[config.mk]
export PLATFORM = sky130hd
export DESIGN_NAME = pipe_stage_buf
export DESIGN_NICKNAME = d
export VERILOG_FILES = /design/src/rtl/pipe_pkg.sv /design/src/rtl/pipe_slot.sv /design/src/rtl/pipe_stage_buf.sv
export SDC_FILE = /design/constraint.sdc
export NUM_CORES = 1
export LEC_CHECK = 0
export CAP_MARGIN = 5
export CORE_MARGIN = 2
export CORE_UTILIZATION = 35
export CTS_BUF_LIST = sky130_fd_sc_hd__clkbuf_4 sky130_fd_sc_hd__clkbuf_8
export DETAILED_ROUTE_END_ITERATION = 10
export GPL_TIMING_DRIVEN = 0
export MAX_ROUTING_LAYER = met4
export SLEW_MARGIN = 20
export SYNTH_ARGS = -nofsm -noshare
export SYNTH_HDL_FRONTEND = slang
export SYNTH_HIERARCHICAL = 1
export SYNTH_SLANG_ARGS = --single-unit
[constraint.sdc]
create_clock -name clk -period 1.9 [get_ports clk]
set_input_delay 0.475 -clock clk [delete_from_list [all_inputs] [get_ports clk]]
set_output_delay 0.475 -clock clk [all_outputs]
set_load 0.01 [all_outputs]
[src/rtl/pipe_pkg.sv]
// Shared definitions for the MIPS pipeline-stage buffers: handshake state
// encoding, the default reset PC and the per-boundary payload widths.
package pipe_pkg;

    typedef enum logic [1:0] {
        PS_EMPTY = 2'd0,
        PS_ONE   = 2'd1,
        PS_TWO   = 2'd2
    } pipe_state_t;

    localparam logic [31:0] DEFAULT_RESET_PC = 32'h0000_3000;

    // Payload widths of the concatenated stage fields at each boundary.
    localparam int FD_DATA_W = 64;
    localparam int DE_DATA_W = 128;
    localparam int EM_DATA_W = 96;
    localparam int MW_DATA_W = 96;

    function automatic logic state_is_full(input pipe_state_t s);
        return s == PS_TWO;
    endfunction

endpackage

[src/rtl/pipe_slot.sv]
// One PC+payload register of a pipeline-stage buffer, with load enable and a
// synchronous clear that turns the slot into a bubble.
module pipe_slot #(
    parameter int              PC_W     = 32,
    parameter int              DATA_W   = 128,
    parameter logic [PC_W-1:0] RESET_PC = PC_W'(pipe_pkg::DEFAULT_RESET_PC)
) (
    input  logic              clk,
    input  logic              reset,
    input  logic              load,
    input  logic              clear,
    input  logic [PC_W-1:0]   load_pc,
    input  logic [DATA_W-1:0] load_data,
    output logic [PC_W-1:0]   pc,
    output logic [DATA_W-1:0] data
);

    // Clear wins over load so a flush always leaves a clean bubble.
    always_ff @(posedge clk or negedge reset) begin
        if (!reset) begin
            pc   <= RESET_PC;
            data <= '0;
        end else if (clear) begin
            pc   <= RESET_PC;
            data <= '0;
        end else if (load) begin
            pc   <= load_pc;
            data <= load_data;
        end
    end

endmodule

[src/rtl/pipe_stage_buf.sv]
// Valid/ready pipeline-stage register with a one-entry skid slot, so in_ready
// comes straight from a flop; also provides flush and a saturating stall count.
module pipe_stage_buf
    import pipe_pkg::*;
#(
    parameter int              PC_W     = 32,
    parameter int              DATA_W   = 128,
    parameter logic [PC_W-1:0] RESET_PC = PC_W'(pipe_pkg::DEFAULT_RESET_PC),
    parameter int              CNT_W    = 16
) (
    input  logic              clk,
    input  logic              reset,
    input  logic              in_valid,
    output logic              in_ready,
    input  logic [PC_W-1:0]   in_pc,
    input  logic [DATA_W-1:0] in_data,
    input  logic              flush,
    output logic              out_valid,
    input  logic              out_ready,
    output logic [PC_W-1:0]   out_pc,
    output logic [DATA_W-1:0] out_data,
    output logic [CNT_W-1:0]  stall_cnt
);

    pipe_state_t       state;
    pipe_state_t       next_state;
    logic              in_ready_q;
    logic              accept;
    logic              deliver;
    logic              main_load;
    logic              main_clear;
    logic              main_from_skid;
    logic              skid_load;
    logic              skid_clear;
    logic [PC_W-1:0]   main_pc;
    logic [DATA_W-1:0] main_data;
    logic [PC_W-1:0]   skid_pc;
    logic [DATA_W-1:0] skid_data;
    logic [PC_W-1:0]   main_next_pc;
    logic [DATA_W-1:0] main_next_data;

    assign in_ready  = in_ready_q;
    assign out_valid = (state != PS_EMPTY);
    assign out_pc    = main_pc;
    assign out_data  = out_valid ? main_data : '0;
    assign accept    = in_valid && in_ready_q;
    assign deliver   = out_valid && out_ready;

    assign main_next_pc   = main_from_skid ? skid_pc   : in_pc;
    assign main_next_data = main_from_skid ? skid_data : in_data;

    always_ff @(posedge clk or negedge reset) begin
        if (!reset) begin
            state      <= PS_EMPTY;
            in_ready_q <= 1'b1;
        end else begin
            state      <= next_state;
            in_ready_q <= !state_is_full(next_state);
        end
    end

    // A slot that stops holding a live beat is cleared, so an idle stage
    // always presents a bubble rather than a stale beat.
    always_comb begin
        next_state     = state;
        main_load      = 1'b0;
        main_clear     = 1'b0;
        main_from_skid = 1'b0;
        skid_load      = 1'b0;
        skid_clear     = 1'b0;
        if (flush) begin
            next_state = PS_EMPTY;
            main_clear = 1'b1;
            skid_clear = 1'b1;
        end else begin
            case (state)
                PS_EMPTY: begin
                    if (accept) begin
                        next_state = PS_ONE;
                        main_load  = 1'b1;
                    end
                end
                PS_ONE: begin
                    if (deliver && accept) begin
                        main_load = 1'b1;
                    end else if (deliver) begin
                        next_state = PS_EMPTY;
                        main_clear = 1'b1;
                    end else if (accept) begin
                        next_state = PS_TWO;
                        skid_load  = 1'b1;
                    end
                end
                PS_TWO: begin
                    if (deliver) begin
                        next_state     = PS_ONE;
                        main_load      = 1'b1;
                        main_from_skid = 1'b1;
                        skid_clear     = 1'b1;
                    end
                end
                default: begin
                    next_state = PS_EMPTY;
                    main_clear = 1'b1;
                    skid_clear = 1'b1;
                end
            endcase
        end
    end

    // Counts stalled cycles across flushes; only reset clears it.
    always_ff @(posedge clk or negedge reset) begin
        if (!reset) begin
            stall_cnt <= '0;
        end else if (out_valid && !out_ready && (stall_cnt != {CNT_W{1'b1}})) begin
            stall_cnt <= stall_cnt + 1'b1;
        end
    end

    pipe_slot #(
        .PC_W     (PC_W),
        .DATA_W   (DATA_W),
        .RESET_PC (RESET_PC)
    ) u_main_slot (
        .clk       (clk),
        .reset     (reset),
        .load      (main_load),
        .clear     (main_clear),
        .load_pc   (main_next_pc),
        .load_data (main_next_data),
        .pc        (main_pc),
        .data      (main_data)
    );

    pipe_slot #(
        .PC_W     (PC_W),
        .DATA_W   (DATA_W),
        .RESET_PC (RESET_PC)
    ) u_skid_slot (
        .clk       (clk),
        .reset     (reset),
        .load      (skid_load),
        .clear     (skid_clear),
        .load_pc   (in_pc),
        .load_data (in_data),
        .pc        (skid_pc),
        .data      (skid_data)
    );

endmodule

==> impl.org <==
** Worst setup path
- Startpoint type of the worst setup path :: flop
- Worst-path cell chain :: or2_4 > clkbuf_16 > buf_6 > and2_1 > buf_2
- FF-to-FF path depth :: 11
- In this run the critical register-to-register path is captured at u_main_slot/data[0].
- The critical path is of the reg2out type.
- The worst register-to-register path has a setup slack of -0.32 ns.
- Reg-to-Reg Start :: state[0]
- In this design, the stage delay of the slowest critical-path cell is ~0.40 ns.
- Crit-path slowest cell :: dfrtp_2
- Worst setup path end :: out_data[71]
- STA puts the critical path data required time at around 1.4 ns.
- Data arrives at the worst endpoint at approximately 2.0 ns.
- Crit path from :: state[0]
- STA classifies the critical path endpoint as an output pin.
- Along the worst path, the maximum fanout reaches 6.

** Min path
- The path class of the tightest hold or removal check is in2reg.
- Hold path start :: out_ready

** Clocking
- Counting every sink on the clock net gives 339.
- Clk_lat worst skew :: 0.68 ns
- Register clock-pin slew on the reported worst setup and hold paths :: around 0.06 ns
- The number of clock buffers added by TritonCTS is 60.
- CTS tree :: built
- Maximum level of the CTS H-tree :: 2
- Cell at the root of the clock tree :: clkbuf_8
- Counting along the longest clock path gives a buffer depth of 3.

** Drt
- After detailed routing, the number of remaining DRC violations is 0.
- Via density :: around 4.7
- The detailed router finished its first iteration with around 630 violations.
- Across all layers, the routed design uses 12700 vias.
- The final layout contains routed wiring with a total length of ~55 mm.
- Number of nets with antenna violations after routing :: 0
- Final routed wire length divided by cell count :: around 20 µm
- For this run, the detailed router's first-pass iteration total came to 4.

** Pwr
- Worst supply voltage drop on vdd :: 0.000424 V
- In this run the power density over the cells is just under 700 nW/µm².
- Reported leakage power :: ~12 nW
- Overall power consumption after layout is estimated at between 15 and 20 mW.

** Timing
- Fin crit share :: 1.30
- Setup repair after global routing missed its margin :: yes
- Setup TNS after final layout :: -100.84 ns
- Final setup violation count :: roughly 390
- Actual transition at the worst max-transition pin :: between 0.5 and 0.6 ns
- Peak clock frequency supported by timing :: a little over 400 MHz
- Max-slew violation count :: 0
- Shortest clock period the worst path allows after layout :: about 2.5 ns
- Number of hold violations in the final report :: 0
- Setup slack on the critical path of the routed design comes to -0.573 ns.
- Final hold analysis gives a worst-case slack of 0.157 ns.
- Relative max-transition margin :: 0.616
- Worst clock skew on the final layout :: around 0.035 ns

** Final layout
- Layout cell share with drive strength beyond 1 :: 0.371
- Compared with the post-synthesis result, the final layout area differs by 50.8%.
- Most common library cell in the layout ignoring fill and taps :: dfrtp_1
- Number of cells in the finished layout apart from fillers :: 2700
- For this run, the share of the core covered by cells in the final layout is 0.535.
- Counting the fill cells in the layout gives between 4000 and 5000.
- Total Nets Final :: between 2000 and 2500
- The top cell types in the final layout, fill and taps aside, are dfrtp_1, nor2_1, mux2i_1.
- Final instance area :: 26200 µm²

** Place
- Post-Place Cell Area :: 21700 µm²
- The congestion estimate from routability-driven global placement came to 0.821.
- Timing analysis after detailed placement gives a worst setup slack of -1.14 ns.
- Port Buffer Count :: between 300 and 400
- Counting tap cells, the placed design contains a total of 2460 instances.
- Once detailed placement completed, the half-perimeter wirelength came to ~33 mm.

** Floorplan
- Effective utilization at floorplan :: 0.354
- Die span in x :: between 200 and 250 µm
- The floorplan step set the die height to ~230 µm.
- The region available for standard cell placement spans 49000 µm².
- Pin placement for this block handled about 340 I/O pins.
- Die area :: around 51000 µm²
- After floorplanning, the core was divided into between 80 and 90 placement rows.

** Global route
- Global route total overflow :: 0
- Entering global routing, the biggest net connects 98 pins.
- Number of global-route vias before repair :: between 10000 and 15000
- The first global-routing pass estimated between 70 and 80 mm of wire.
- Overall routing resource usage :: 0.209
- The initial antenna violation count is 5.

** Synth
- In this run, distinct cell masters in the synthesized netlist total 46.
- In this run, synthesis inferred 0 flip-flops with an integrated enable.
- Gate Count Post-Synth :: between 1000 and 1500
- Seq/Total Area, Yosys :: 0.489
- Among all flip-flop cells after synthesis, the most frequent one is dfrtp_1.
- In this run, synthesis produced a sequential element count of around 340.
- Post-synthesis cell area :: about 17000 µm²
- Post-synth ARST share :: 1.00
- Dominant cells by area after synthesis :: dfrtp_1, mux2i_1, mux2_4
- Of all cell types, the one taking the most synthesized area is dfrtp_1.
- Fraction of synthesized cell area taken by the top area cell type :: 0.482
- A synthesized cell averages around 12 µm².
- YS warnings :: 6
- The number of nets handed over by synthesis was about 1600.

** Job
- Max-capacitance violation count :: 0

** Outcome
- The flow ran to the end, but the final reports show violations.
- The checks that failed: negative setup slack.
## worst min path at each step
stage,end,cells past startpoint
2_1_floorplan,stall_cnt[0],0
3_3_place_gp,u_main_slot/data[60],2
3_5_place_dp,u_main_slot/data[18],1
4_1_cts,state[1],2
5_1_grt,state[1],2
6_report,state[1],2
## power by group
part | internal, mW | total (mW) | leakage [nW] | switching (mW)
sequential | 7.51 | 7.69 | 4.64 | 0.174
clock | 4.07 | 7.21 | 0.684 | 3.14
combinational | 1.83 | 3.30 | 6.92 | 1.47
## sequential cells by signal, summed over array words and instances (netlist names)
register          count
u_main_slot/pc       32
state                 2
u_main_slot/data    128
u_skid_slot/pc       32
u_skid_slot/data    128
stall_cnt            16
in_ready              1
## layout make-up
type	count	area (µm²)	area share
clock buffers	94	1180	0.0451
well taps	664	831	0.0317
flip-flops and latches	339	8500	0.325
repair buffers	491	5890	0.225
inverters	1	3.75	0.000143
plain buffers	88	1150	0.0440
diodes	4	10.0	0.000383
multi-input cells	1008	8510	0.325
clock inverters	11	91.3	0.00349
## critical path: cells and delay by family, from the launching register on
| family | cells | cell delay [ns] |
|---|---|---|
| buffers and inverters | 3 | 0.48 |
| DFF | 1 | 0.40 |
| and+or+nand+nor | 2 | 0.47 |
## synth_stat cells, types with 4 or more instances
library cell  count
xnor2_1           9
nand3_1           6
buf_8            24
nor2_1          322
mux2_2           60
nand2_1           9
buf_4            14
nand4_1           6
xor2_1            4
buf_12            9
buf_2            12
mux2_4          101
clkbuf_1         40
dfstp_2           5
buf_1             6
a211o_1           5
a21oi_1           6
and2_1          129
nor2b_1           4
mux2i_1         316
dfrtp_1         334
## timing repair
action | 4_1_cts | 5_1_grt
resized for setup | 836 | 294
hold endpoints to repair | 53 | 0
endpoints found under the setup margin | 496 | 543
pin swaps | 38 | 78
gates cloned | 36 | 28
hold buffers | 1 | 0
setup buffers | 70 | 31
## metal layers
metal	share of wire	vias up	GRT usage
met2	0.49	285	0.336
met3	0.052	75	0.0448
met5	0	-	-
li1	-	6014	-
met1	0.44	6359	0.268
met4	0.021	0	0.0560
## logic make-up (layout without fill, tap and decap cells)
group / Yosys count / after routing / share of synthesized area
other cells: 0 / 4 / 0
simple gates: 493 / 493 / 0.132
fa+ha+maj: 1 / 1 / 0.000721
compound gates: 24 / 24 / 0.0117
mux: 477 / 477 / 0.309
buf+inv: 106 / 685 / 0.0508
xor+xnor: 13 / 13 / 0.00656
flops: 339 / 339 / 0.489
Note: power is estimated with default switching activity, not from simulation.
